`src/rtl/polo_responder_pkg.sv`:
```
// ============================================================================
// Module      : polo_responder_pkg
// Description : Shared state encoding and reply-message constants for the
//               POLO responder.
// Revision    : 1.0 - initial release
// ============================================================================
`default_nettype none

package polo_responder_pkg;

  // Responder FSM encoding
  typedef enum logic [1:0] {
    IDLE = 2'd0,
    SEND = 2'd1,
    GAP  = 2'd2
  } state_e;

  // Largest supported message length (index is 4 bits wide)
  localparam int MSG_MAX = 16;

  // Reply bytes: "POLO\r\n"
  localparam logic [7:0] MSG_BYTE_0 = 8'h50;  // 'P'
  localparam logic [7:0] MSG_BYTE_1 = 8'h4F;  // 'O'
  localparam logic [7:0] MSG_BYTE_2 = 8'h4C;  // 'L'
  localparam logic [7:0] MSG_BYTE_3 = 8'h4F;  // 'O'
  localparam logic [7:0] MSG_BYTE_4 = 8'h0D;  // CR
  localparam logic [7:0] MSG_BYTE_5 = 8'h0A;  // LF

endpackage

`default_nettype wire

```
`src/rtl/polo_responder_msg_rom.sv`:
```
// ============================================================================
// Module      : polo_msg_rom
// Description : Combinational lookup of the reply-message bytes; any index
//               past the last defined byte reads as 0x00.
// Revision    : 1.0 - initial release
// ============================================================================
`default_nettype none

module polo_msg_rom
  import polo_responder_pkg::*;
(
  input  logic [3:0] idx,
  output logic [7:0] data
);

  // Index-to-byte decode
  always_comb begin
    data = 8'h00;
    case (idx)
      4'd0:    data = MSG_BYTE_0;
      4'd1:    data = MSG_BYTE_1;
      4'd2:    data = MSG_BYTE_2;
      4'd3:    data = MSG_BYTE_3;
      4'd4:    data = MSG_BYTE_4;
      4'd5:    data = MSG_BYTE_5;
      default: data = 8'h00;
    endcase
  end

endmodule

`default_nettype wire

```
`src/rtl/polo_responder.sv`:
```
// ============================================================================
// Module      : polo_responder
// Description : On each trigger pulse, streams the "POLO\r\n" reply (first
//               MSG_LEN bytes) to a byte-level UART transmitter over a
//               valid/ready handshake. One trigger may be queued while busy;
//               further triggers are dropped and flagged as overrun. An
//               optional idle gap follows each message.
// Revision    : 1.0 - initial release
// ============================================================================
`default_nettype none

module polo_responder
  import polo_responder_pkg::*;
#(
  parameter int MSG_LEN    = 6,
  parameter int GAP_CYCLES = 0
) (
  input  logic       clk,
  input  logic       rst,
  input  logic       trigger,
  input  logic       clear_ovr,
  output logic [7:0] tx_data,
  output logic       tx_valid,
  input  logic       tx_ready,
  output logic       busy,
  output logic       overrun
);

  localparam logic [3:0]  LAST_IDX = 4'(MSG_LEN - 1);
  localparam logic [15:0] GAP_LOAD = 16'(GAP_CYCLES);

  state_e      state_q,    state_d;
  logic [3:0]  idx_q,      idx_d;
  logic [15:0] gap_cnt_q,  gap_cnt_d;
  logic        pending_q,  pending_d;
  logic        overrun_q,  overrun_d;
  logic        tx_valid_q, tx_valid_d;
  logic [7:0]  tx_data_q,  tx_data_d;
  logic        busy_q,     busy_d;

  logic        overrun_event;
  logic        xfer;
  logic [3:0]  rom_idx;
  logic [7:0]  rom_byte;

  // In IDLE the ROM presents byte 0 for a message start; in SEND it looks
  // one byte ahead so the next byte is ready on the transfer edge.
  assign rom_idx = (state_q == SEND) ? (idx_q + 4'd1) : 4'd0;

  polo_msg_rom u_rom (
    .idx  (rom_idx),
    .data (rom_byte)
  );

  assign xfer = tx_valid_q & tx_ready;

  // Next-state computation for the FSM, queue flag, overrun flag and outputs
  always_comb begin
    state_d       = state_q;
    idx_d         = idx_q;
    gap_cnt_d     = gap_cnt_q;
    pending_d     = pending_q;
    overrun_d     = overrun_q;
    tx_valid_d    = tx_valid_q;
    tx_data_d     = tx_data_q;
    overrun_event = 1'b0;

    // While a message or gap is active, queue one trigger; drop the rest
    if (trigger && (state_q != IDLE)) begin
      if (pending_q) begin
        overrun_event = 1'b1;
      end else begin
        pending_d = 1'b1;
      end
    end

    case (state_q)
      IDLE: begin
        if (trigger || pending_q) begin
          state_d    = SEND;
          idx_d      = 4'd0;
          tx_valid_d = 1'b1;
          tx_data_d  = rom_byte;
          // A pending request is consumed here; a trigger arriving in the
          // same cycle re-queues itself rather than counting as overrun.
          pending_d  = pending_q & trigger;
        end
      end

      SEND: begin
        if (xfer) begin
          if (idx_q == LAST_IDX) begin
            tx_valid_d = 1'b0;
            tx_data_d  = 8'h00;
            idx_d      = 4'd0;
            if (GAP_LOAD != 16'd0) begin
              state_d   = GAP;
              gap_cnt_d = GAP_LOAD;
            end else begin
              state_d   = IDLE;
            end
          end else begin
            idx_d     = idx_q + 4'd1;
            tx_data_d = rom_byte;
          end
        end
      end

      GAP: begin
        if (gap_cnt_q <= 16'd1) begin
          state_d   = IDLE;
          gap_cnt_d = 16'd0;
        end else begin
          gap_cnt_d = gap_cnt_q - 16'd1;
        end
      end

      default: begin
        state_d    = IDLE;
        idx_d      = 4'd0;
        gap_cnt_d  = 16'd0;
        tx_valid_d = 1'b0;
        tx_data_d  = 8'h00;
      end
    endcase

    // A new overrun takes priority over a simultaneous clear
    if (clear_ovr) begin
      overrun_d = 1'b0;
    end
    if (overrun_event) begin
      overrun_d = 1'b1;
    end

    busy_d = (state_d != IDLE) || pending_d;
  end

  // State and registered outputs; reset aborts any message immediately
  always_ff @(posedge clk or posedge rst) begin
    if (rst) begin
      state_q    <= IDLE;
      idx_q      <= 4'd0;
      gap_cnt_q  <= 16'd0;
      pending_q  <= 1'b0;
      overrun_q  <= 1'b0;
      tx_valid_q <= 1'b0;
      tx_data_q  <= 8'h00;
      busy_q     <= 1'b0;
    end else begin
      state_q    <= state_d;
      idx_q      <= idx_d;
      gap_cnt_q  <= gap_cnt_d;
      pending_q  <= pending_d;
      overrun_q  <= overrun_d;
      tx_valid_q <= tx_valid_d;
      tx_data_q  <= tx_data_d;
      busy_q     <= busy_d;
    end
  end

  assign tx_data  = tx_data_q;
  assign tx_valid = tx_valid_q;
  assign busy     = busy_q;
  assign overrun  = overrun_q;

endmodule

`default_nettype wire

```
`config.mk`:
```
export PLATFORM = sky130hd
export DESIGN_NAME = polo_responder
export DESIGN_NICKNAME = d
export VERILOG_FILES = /design/src/rtl/polo_responder_pkg.sv /design/src/rtl/polo_responder_msg_rom.sv /design/src/rtl/polo_responder.sv
export SDC_FILE = /design/constraint.sdc
export NUM_CORES = 1
export LEC_CHECK = 0
export ABC_AREA = 1
export ABC_CLOCK_PERIOD_IN_PS = 2100
export CORE_UTILIZATION = 55
export DETAILED_ROUTE_END_ITERATION = 6
export PLACE_DENSITY = 0.76
export REMOVE_ABC_BUFFERS = 1
export SYNTH_ARGS = -nofsm -noshare
export SYNTH_HDL_FRONTEND = slang
export SYNTH_HIERARCHICAL = 1
export SYNTH_SLANG_ARGS = --single-unit
```
`constraint.sdc`:
```
create_clock -name clk -period 2.1 [get_ports clk]
set_clock_uncertainty 0.2 [all_clocks]
set_input_delay 0.315 -clock clk [delete_from_list [all_inputs] [get_ports clk]]
set_output_delay 0.315 -clock clk [all_outputs]
set_load 0.1 [all_outputs]
```
Word-level counts from Yosys, hierarchy flattened
Cells that the tools add are included.
- mux-type cells: 28
- bitwise logic cells: 3
- add/sub/neg operators: 2
- magnitude comparators: 1
- reductions and logical operators: 12
- eq/ne operators: 11
- operators by type and width (kind ; count):
    $pmux W7 S5 ; 1
    $pmux W16 S2 ; 1
    $mux W8 ; 3
    $pmux W8 S3 ; 1
    $le A16 B1 Y1 const B ; 1
    $mux W16 ; 1
    $mux W4 ; 4
    $sub A16 B1 Y16 const B ; 1
    $eq A4 B3 Y1 const B ; 3
    $pmux W4 S3 ; 1
    $mux W1 ; 10
    $eq A4 B2 Y1 const B ; 2
    $mux W2 ; 4
    $pmux W2 S3 ; 1
    $reduce_bool A2 Y1 ; 3
    $add A4 B1 Y4 const B ; 1
    $eq A4 B1 Y1 const B ; 1
    $logic_not A4 Y1 ; 1
    $ne A2 B2 Y1 const B ; 2
    $reduce_and A4 Y1 ; 1
    $reduce_or A2 Y1 ; 2
    $pmux W1 S3 ; 1
    $reduce_and A3 Y1 ; 1
    $and A1 B1 Y1 ; 2
    other kinds (7) ; 8
- input port bits: 5
- register bits: 34
- logic and storage cells: 65
- output and inout port bits: 11

Depth between registers and ports, before layout
Gate-level depths: netlist of the first run.
- depth in word-level cells: 8
- gate-level depth with buffers: 10
- mapped depth without buffers: 9

By module
Netlist of the first run, hierarchy kept.
- by module, submodules not included (module ; cells an instance ; times used ; area each (um^2) ; sequential area each (um^2)):
    polo_responder ; 231 ; 1 ; 1938.1 ; 850.8
    polo_msg_rom ; 20 ; 1 ; 95.1 ; 0.0

Worst setup path before layout of the first run
OpenSTA, ideal clock, no wires.
- path type: register -> register
- start: register tx_valid_q, in the netlist tx_valid
- end: register tx_data_q[0], in the netlist tx_data[0]
- required time: 1.775 ns
- slack: 0.175 ns
- buffers on the path: 1
- arrival: 1.600 ns
- clock period less this slack: 1.925 ns
- library setup time: 0.125 ns
- stages on the path, launching flop included: 9
- path through: dfrtp_1 nand2_1 inv_1 o21ai_0 nand2_2 inv_2 buf_4 nand2_1 o21ai_1
- cells in the longest elaborated chain, start to end: 3
- RTL lines (item ; RTL line ; source):
    start, declared ; polo_responder.sv:37 ; logic tx_valid_q, tx_valid_d;
    start signal, assigned ; polo_responder.sv:155 ; tx_valid_q <= tx_valid_d;
    $and A1 B1 Y1 ; polo_responder.sv:55 ; assign xfer = tx_valid_q & tx_ready;
    $ne A2 B2 Y1 (no line) ; n/a ;
    $reduce_and A3 Y1 (no line) ; n/a ;
    end signal, assigned ; polo_responder.sv:156 ; tx_data_q <= tx_data_d;
    end, declared ; polo_responder.sv:38 ; logic [7:0] tx_data_q, tx_data_d;
No other way between the ends.
A chain may end at the register's enable or synchronous reset.

Final worst setup path of the first run
- start: register idx_q[0]
- end: register tx_data_q[0], in the netlist tx_data[0]
- cells in the longest elaborated chain, start to end: 8
- elaborated cells on any way between the ends: 15
- those cells by class: add/sub (1); eq/ne (6); mux (6); reduce/logical (2)
- RTL lines (item ; RTL line ; source):
    start, declared ; polo_responder.sv:33 ; logic [3:0] idx_q, idx_d;
    start signal, assigned ; polo_responder.sv:151 ; idx_q <= idx_d;
    $add A4 B1 Y4 * ; polo_responder.sv:48 ; assign rom_idx = (state_q == SEND) ? (idx_q + 4'd1) : 4'd0;
    $mux W4 * ; polo_responder.sv:48 ;
    net rom_idx[2] ; polo_responder.sv:43 ; logic [3:0] rom_idx;
    $eq A4 B1 Y1 or $eq A4 B2 Y1 (tied branches) ; polo_responder_msg_rom.sv:19 ; case (idx)
    $reduce_or A2 Y1 (no line) ; n/a ;
    $pmux W7 S5 * ; polo_responder_msg_rom.sv:19 ;
    net rom_byte[0] ; polo_responder.sv:44 ; logic [7:0] rom_byte;
    $mux W8 ; polo_responder.sv:92 ; if (idx_q == LAST_IDX) begin
    $mux W8 ; polo_responder.sv:91 ; if (xfer) begin
    $pmux W8 S3 * ; polo_responder.sv:77 ; case (state_q)
Mark *: on every way through the listed nets, which the timed path passes. The rest lies on a longest branch. The select of a mux whose other input is x is not followed.

==> qor.csv, run 1 <==
stage,metric,value,unit
worst_setup_path,max_stage_delay,420,ps
synth,synth-compound-area-share,6.34,%
power,powerDensity,1230,nW/um^2
clock_network,cts-root-buf,clkbuf_8,
sta,finalSetupTns,0,ps
routing,drcViolationCount,0,
routing,dr.pass1.iters,4,
worst_setup_path,crit_fanout,4,
synth,synth_edf_count,0,
clock_network,ctsResizeCount,0,
power,ir_drop,0.00106,V
worst_setup_path,cp-start-kind,flip-flop,
finish,drive_above_1_share,23.6,%
synth,async_reset_ff_share,100,%
routing,wl_per_cell,11.5,um
synth,synth-simple-area-share,37.9,%
synth,synth.avg_cell_area,8.10,um^2
sta,period_needed,1860,ps
clock_network,postCtsSetupBuffers,0,
synth,synthXorXnorAreaFrac,3.45,%
synth,synthMuxAreaShare,0,%
synth,ys_types,32,
clock_network,hold_buffers,0,
worst_setup_path,crit_chain,ha_1 -> xnor2_1 -> nor2_1 -> inv_2 -> nor2_2 -> nand2_1 -> nand2_1 -> nand3_1 -> o21ai_1,
floorplanning,boundaryPins,16,
synth,synth_top_area_share,41.8,%
finish,layout_commonest_cell,nand2_1,
synth,synth_top_family_by_area,simple AND/OR/NAND/NOR gates,
sta,holdWs,222,ps
grt,gr-total-overflow,0,
grt,grt_max_degree,35,
grt,grt_util_all_layers,21.6,%
routing,wl,3640,um
place,dp.final_hpwl,2680,um
grt,grt_first_pass_wirelength,6760,um
clock_network,cts_buffer_depth,2,
synth,synth-seq-cells,34,
sta,hold_viol,0,
synth,mappedNetlistArea,2030,um^2
synth,synthFlopType,dfrtp_1,
sta,fmax,537,MHz
power,power.leakage,1.25,nW
sta,maxSlewViolCount,0,
worst_setup_path,arrival,1870,ps
floorplanning,initial_utilization,59.1,%
routing,drt_iter0_markers,66,
floorplanning,die_y,62.8,um
worst_setup_path,endpoint_kind,flip-flop,
synth,synth_fa_ha_area_share,2.46,%
clock_network,clk-insertion-delay-late,280,ps
outcome,status,finished clean,
place,gp_congestion,0.782,
finish,fin_util,65.7,%
place,place_inst,309,
synth,ys_seq_area_share,41.8,%
clock_network,numCtsBuffers,5,
synth,synthTopCellsByArea,"dfrtp_1, nand2_1, nor2_1",
finish,antennaDiodeCount,0,
sta,fin_crit_sh,88.7,%
clock_network,cts_sinks,34,
worst_hold_path,hold_class,primary input to async pin,
routing,drtAntennaViolNets,0,
floorplanning,core_region_area,3440,um^2
grt,grt_pass1_vias,1522,
finish,fin_cells,317,
synth,ys_warn_count,6,
clock_network,cts_tree,built,
routing,vias,1581,
worst_setup_path,path_class,flip-flop to flip-flop,
clock_network,htreeDepth,2,
finish,num-fill-cells,303,
clock_network,clkTransAtPathRegs,70,ps
worst_setup_path,cp_slowest_cell,dfrtp_1,
floorplanning,dieArea,3940,um^2
sta,grt_setup_unrepaired,no,
grt,antenna_found_initial,0,
floorplanning,fp.dieW,62.8,um
synth,synth_top_area_cell,dfrtp_1,
finish,fin_nets,279,
finish,final_cell_mix,"nand2_1, dfrtp_1, nor2_1",
place,io_buffers,15,
sta,setup_viol,0,
worst_setup_path,path_common_cell,nand2_1,
worst_setup_path,cp.required,2100,ps
job,maxCapViolCount,0,
finish,syn2layout_area_growth,11.2,%
floorplanning,std_cell_rows,21,
routing,drt-vias-per-instance,4.99,
synth,synthCells,251,
[final cells by class]
cell class | count | area, um^2 | share of cell area, %
inverter | 23 | 88.8 | 3.93
sequential | 34 | 851 | 37.6
timing repair buffer | 18 | 145 | 6.42
clock buffer | 7 | 86.3 | 3.82
multi-input combinational | 188 | 1030 | 45.4
clock inverter | 1 | 5.00 | 0.221
tap | 46 | 57.6 | 2.55
[metal layers]
| layer | vias up | share of wire [%] | wire length (um) | global-route usage [%] |
|---|---|---|---|---|
| met3 | 2 | 2.6 | 94 | 4.20 |
| met2 | 21 | 45 | 1640 | 32.9 |
| met4 | 0 | 0.60 | 22 | 8.14 |
| met1 | 739 | 52 | 1890 | 30.4 |
| li1 | 819 | - | - | - |
| met5 | - | 0 | 0 | 0 |
[path summary, 6_finish.rpt]
path / cells past startpoint / end / slack (ps) / from
setup reg to reg: 9 / tx_data[0] / 240 / idx_q[0]
max in group asynchronous: 3 / gap_cnt_q[7] / 1170 / rst
hold / removal: 3 / tx_data[6] / 220 / rst
hold reg to reg: 2 / tx_data[2] / 290 / tx_data[2]
min in group clk: 2 / tx_data[2] / 290 / tx_data[2]
setup / recovery: 9 / tx_data[0] / 240 / idx_q[0]
[where the power goes]
group          internal (W)  switching, W  leakage, nW  total (W)
clock              0.000264      0.000226       0.0482   0.000490
combinational      0.000354       0.00107        0.764    0.00142
sequential         0.000778     0.0000889        0.439   0.000867
[worst max-delay path: cells and delay by family, from the launching register on]
kind / cells / cell delay (ps)
buffers and inverters: 1 / 60
xor gates and xnor gates: 1 / 160
AOI/OAI and AO/OA: 1 / 140
DFF: 1 / 420
adders and majority gates: 1 / 230
and+or+nand+nor: 5 / 580
[state kept, by name (all words and copies together), names as in the netlist]
signal / count
tx_data: 8
gap_cnt_q: 16
tx_valid: 1
busy: 1
overrun: 1
state_q: 2
idx_q: 4
pending_q: 1
[cell usage after synthesis (2+ instances only)]
library cell / instances
nand2_1: 76
dfrtp_1: 34
nor2_1: 26
inv_1: 17
nand2_2: 14
nand2_4: 8
nand3_1: 7
nor2_2: 7
o21ai_0: 7
nand3b_1: 6
nand4_1: 6
xor2_1: 6
inv_2: 5
ha_1: 4
buf_4: 3
nor2_4: 3
o22ai_1: 3
o21ai_2: 2
o21bai_1: 2
o22ai_2: 2
xnor2_1: 2
[through the flow]
step / instance area (um^2) / setup slack, ps / total power, W
floorplan: 1970 / 124 / 0.00201
global placement: 2170 / 242 / 0.00227
detailed placement: 2170 / 190 / 0.00229
CTS: 2260 / 253 / 0.00279
global route: 2260 / 116 / 0.00295
finish: 2260 / 236 / 0.00278
[cells by family after synthesis]
group / count (synthesis)
AND/OR/NAND/NOR: 155
flip-flops: 34
AO/OA/AOI/OAI: 19
adder cells (fa/ha/maj): 4
other: 1
XOR/XNOR: 8
buffers and inverters: 30
Power figures use the tool's default switching activity.
==> run 2, diff against run 1 <==
Settings changed: CELL_PAD_IN_SITES_DETAIL_PLACEMENT set to 1, CELL_PAD_IN_SITES_GLOBAL_PLACEMENT set to 2, CORE_UTILIZATION 55 to 35, GPL_ROUTABILITY_DRIVEN set to 0, PLACE_DENSITY 0.76 to not set, PLACE_DENSITY_LB_ADDON set to 0.1.
==> run 2 against run 1 <==
Clock-buffer cell count down 1. Worst setup slack got worse by 11 ps. Cell count grew 7.9%. Flip-flop and latch count unchanged. Register-to-register slack about the same. Critical path depth did not move. Sequential share of layout area down 0.47 points.
==> qor.csv, run 2 (synthesis results as in run 1) <==
stage,metric,value,unit,change
worst_setup_path,cp.depth,9,,unchanged
sta,fmax,533,MHz,was 537 MHz
finish,antennaDiodeCount,0,,unchanged
finish,multi_input_area,1030,um^2,unchanged
sta,finalWorstSetupSlack,226,ps,was 236 ps
power,power.leakage,1.25,nW,about the same
floorplanning,initial_utilization,36.7,%,was 59.1%
worst_setup_path,reg2reg_from,idx_q[0],,unchanged
finish,fin_cells,342,,was 317
routing,drtAntennaViolNets,0,,unchanged
clock_network,htreeDepth,2,,unchanged
grt,grt_util_all_layers,16.6,%,was 21.6%
clock_network,ctsResizeCount,0,,unchanged
grt,antenna_found_initial,0,,unchanged
grt,grt_max_degree,35,,unchanged
floorplanning,std_cell_rows,27,,was 21
worst_setup_path,max_stage_delay,450,ps,was 420 ps
worst_setup_path,cpLargestDelayFamily,simple AND/OR/NAND/NOR gates,,unchanged
finish,largest-register,gap_cnt_q,,unchanged
worst_setup_path,crit_fanout,6,,was 4
finish,syn2layout_area_growth,12.6,%,was 11.2%
worst_setup_path,cp-start-kind,flip-flop,,unchanged
worst_setup_path,startpoint,idx_q[0],,unchanged
finish,stdcell_area,2290,um^2,was 2260 um^2
place,io_buffers,15,,unchanged
power,power,0.00280,W,was 0.00278 W
clock_network,numCtsBuffers,5,,unchanged
clock_network,cts_sinks,34,,unchanged
place,place_inst,334,,was 309
routing,dr.pass1.iters,4,,unchanged
worst_setup_path,arrival,1900,ps,was 1870 ps
power,powerDensity,1220,nW/um^2,was 1230 nW/um^2
routing,vias,1620,,"was 1,581"
routing,wl,4470,um,was 3640 um
finish,layout_commonest_cell,nand2_1,,unchanged
clock_network,postCtsSetupBuffers,0,,unchanged
worst_setup_path,cp.required,2120,ps,was 2100 ps
worst_hold_path,hold_class,primary input to async pin,,unchanged
floorplanning,die_y,78.2,um,was 62.8 um
clock_network,cts_tree,built,,unchanged
worst_setup_path,path_class,flip-flop to flip-flop,,unchanged
grt,grt_first_pass_wirelength,7910,um,was 6760 um
sta,maxSlewViolCount,0,,unchanged
finish,final_cell_mix,"nand2_1, dfrtp_1, nor2_1",,unchanged
outcome,status,finished clean,,unchanged
sta,grt_setup_unrepaired,no,,unchanged
worst_setup_path,reg2reg_depth,9,,unchanged
finish,num-fill-cells,701,,was 303
clock_network,hold_buffers,0,,unchanged
routing,drt-vias-per-instance,4.74,,was 4.99
grt,gr-total-overflow,0,,unchanged
sta,fin_crit_sh,89.3,%,was 88.7%
place,dp_slack,78.1,ps,was 190 ps
power,ir_drop,0.000727,V,was 0.00106 V
finish,fin_nets,278,,was 279
sta,hold_viol,0,,unchanged
floorplanning,fp.dieW,78.2,um,was 62.8 um
worst_setup_path,cp_slowest_cell,dfrtp_1,,unchanged
worst_setup_path,cp-endpoint,tx_data[0],,unchanged
worst_setup_path,r2r_end,tx_data[0],,unchanged
finish,seq_area,851,um^2,unchanged
routing,drcViolationCount,0,,unchanged
sta,setup_viol,0,,unchanged
grt,grt_pass1_vias,1647,,"was 1,522"
worst_setup_path,r2r_slack,230,ps,was 240 ps
worst_setup_path,crit_chain,ha_1 -> xnor2_1 -> nor2_1 -> inv_2 -> nor2_2 -> nand2_1 -> nand2_1 -> nand3_1 -> o21ai_1,,unchanged
finish,largest_reg_flops,16,,unchanged
worst_setup_path,path_buf_inv,1,,unchanged
place,dp.final_hpwl,3250,um,was 2680 um
floorplanning,boundaryPins,16,,unchanged
routing,drt_iter0_markers,70,,was 66
clock_network,clkTransAtPathRegs,80,ps,was 70 ps
floorplanning,dieArea,6120,um^2,was 3940 um^2
clock_network,cts-root-buf,clkbuf_8,,unchanged
floorplanning,core_region_area,5540,um^2,was 3440 um^2
worst_setup_path,endpoint_kind,flip-flop,,unchanged
clock_network,clk-insertion-delay-late,290,ps,was 280 ps
routing,wl_per_cell,13.1,um,was 11.5 um
finish,drive_above_1_share,23.7,%,was 23.6%
clock_network,cts_buffer_depth,2,,unchanged
place,post_dp_cell_area,2190,um^2,was 2170 um^2
sta,finalSetupTns,0,ps,unchanged
worst_setup_path,path_common_cell,nand2_1,,unchanged
job,maxCapViolCount,0,,unchanged
sta,period_needed,1870,ps,was 1860 ps
run 2: cell count changes in the layout (fill, tap and decap cells not counted), sizes merged:
cell	change
buf	-1
clkinvlp	+1
clkbuf	-1
run 2: how the worst min path moves through the flow:
| stage | startpoint | end | slack (ps) | cells past startpoint |
|---|---|---|---|---|
| finish | rst | idx_q[3] | 230 | 3 |
| global route | rst | gap_cnt_q[13] | 300 | 3 |
| CTS | rst | tx_data[0] | 270 | 3 |
| detailed placement | tx_data[7] | tx_data[7] | 270 | 2 |
| global placement | tx_data[4] | tx_data[4] | 270 | 2 |
| floorplan | clear_ovr | overrun | 230 | 1 |
run 2: cell type report:
class | instances | share of cell area (%)
multi-input combinational | 188 | 44.9
sequential | 34 | 37.2
timing repair buffer | 17 | 6.01
tap | 72 | 3.93
inverter | 23 | 3.88
clock buffer | 6 | 3.61
clock inverter | 2 | 0.546
run 2: where the power goes:
group	internal, W	switching, W	leakage (nW)	total, W
Sequential	0.000777	0.0000873	0.439	0.000864
Clock	0.000264	0.000261	0.0472	0.000525
Combinational	0.000342	0.00107	0.759	0.00141
run 2: metal layers:
layer,vias up,part of all wire (%),GRT usage (%),wire length (um)
met4,0,1.7,6.48,76
met2,20,45,25.6,1990
met1,772,51,23.3,2290
met3,9,2.3,2.67,104
li1,819,-,-,-
met5,-,0,0,0
run 2: through the flow:
step	hold WS (ps)	util (%)
floorplan	225	-
global placement	267	39.6
detailed placement	273	39.6
CTS	266	41.3
global route	300	41.3
finish	233	41.3
run 2: worst register-to-register path, cell delays in order, from the launching register on:
cell and delay (ps):
dfrtp_1 450, ha_1 240, xnor2_1 150, nor2_1 250, inv_2 60, nor2_2 100
nand2_1 110, nand2_1 70, nand3_1 70, o21ai_1 120
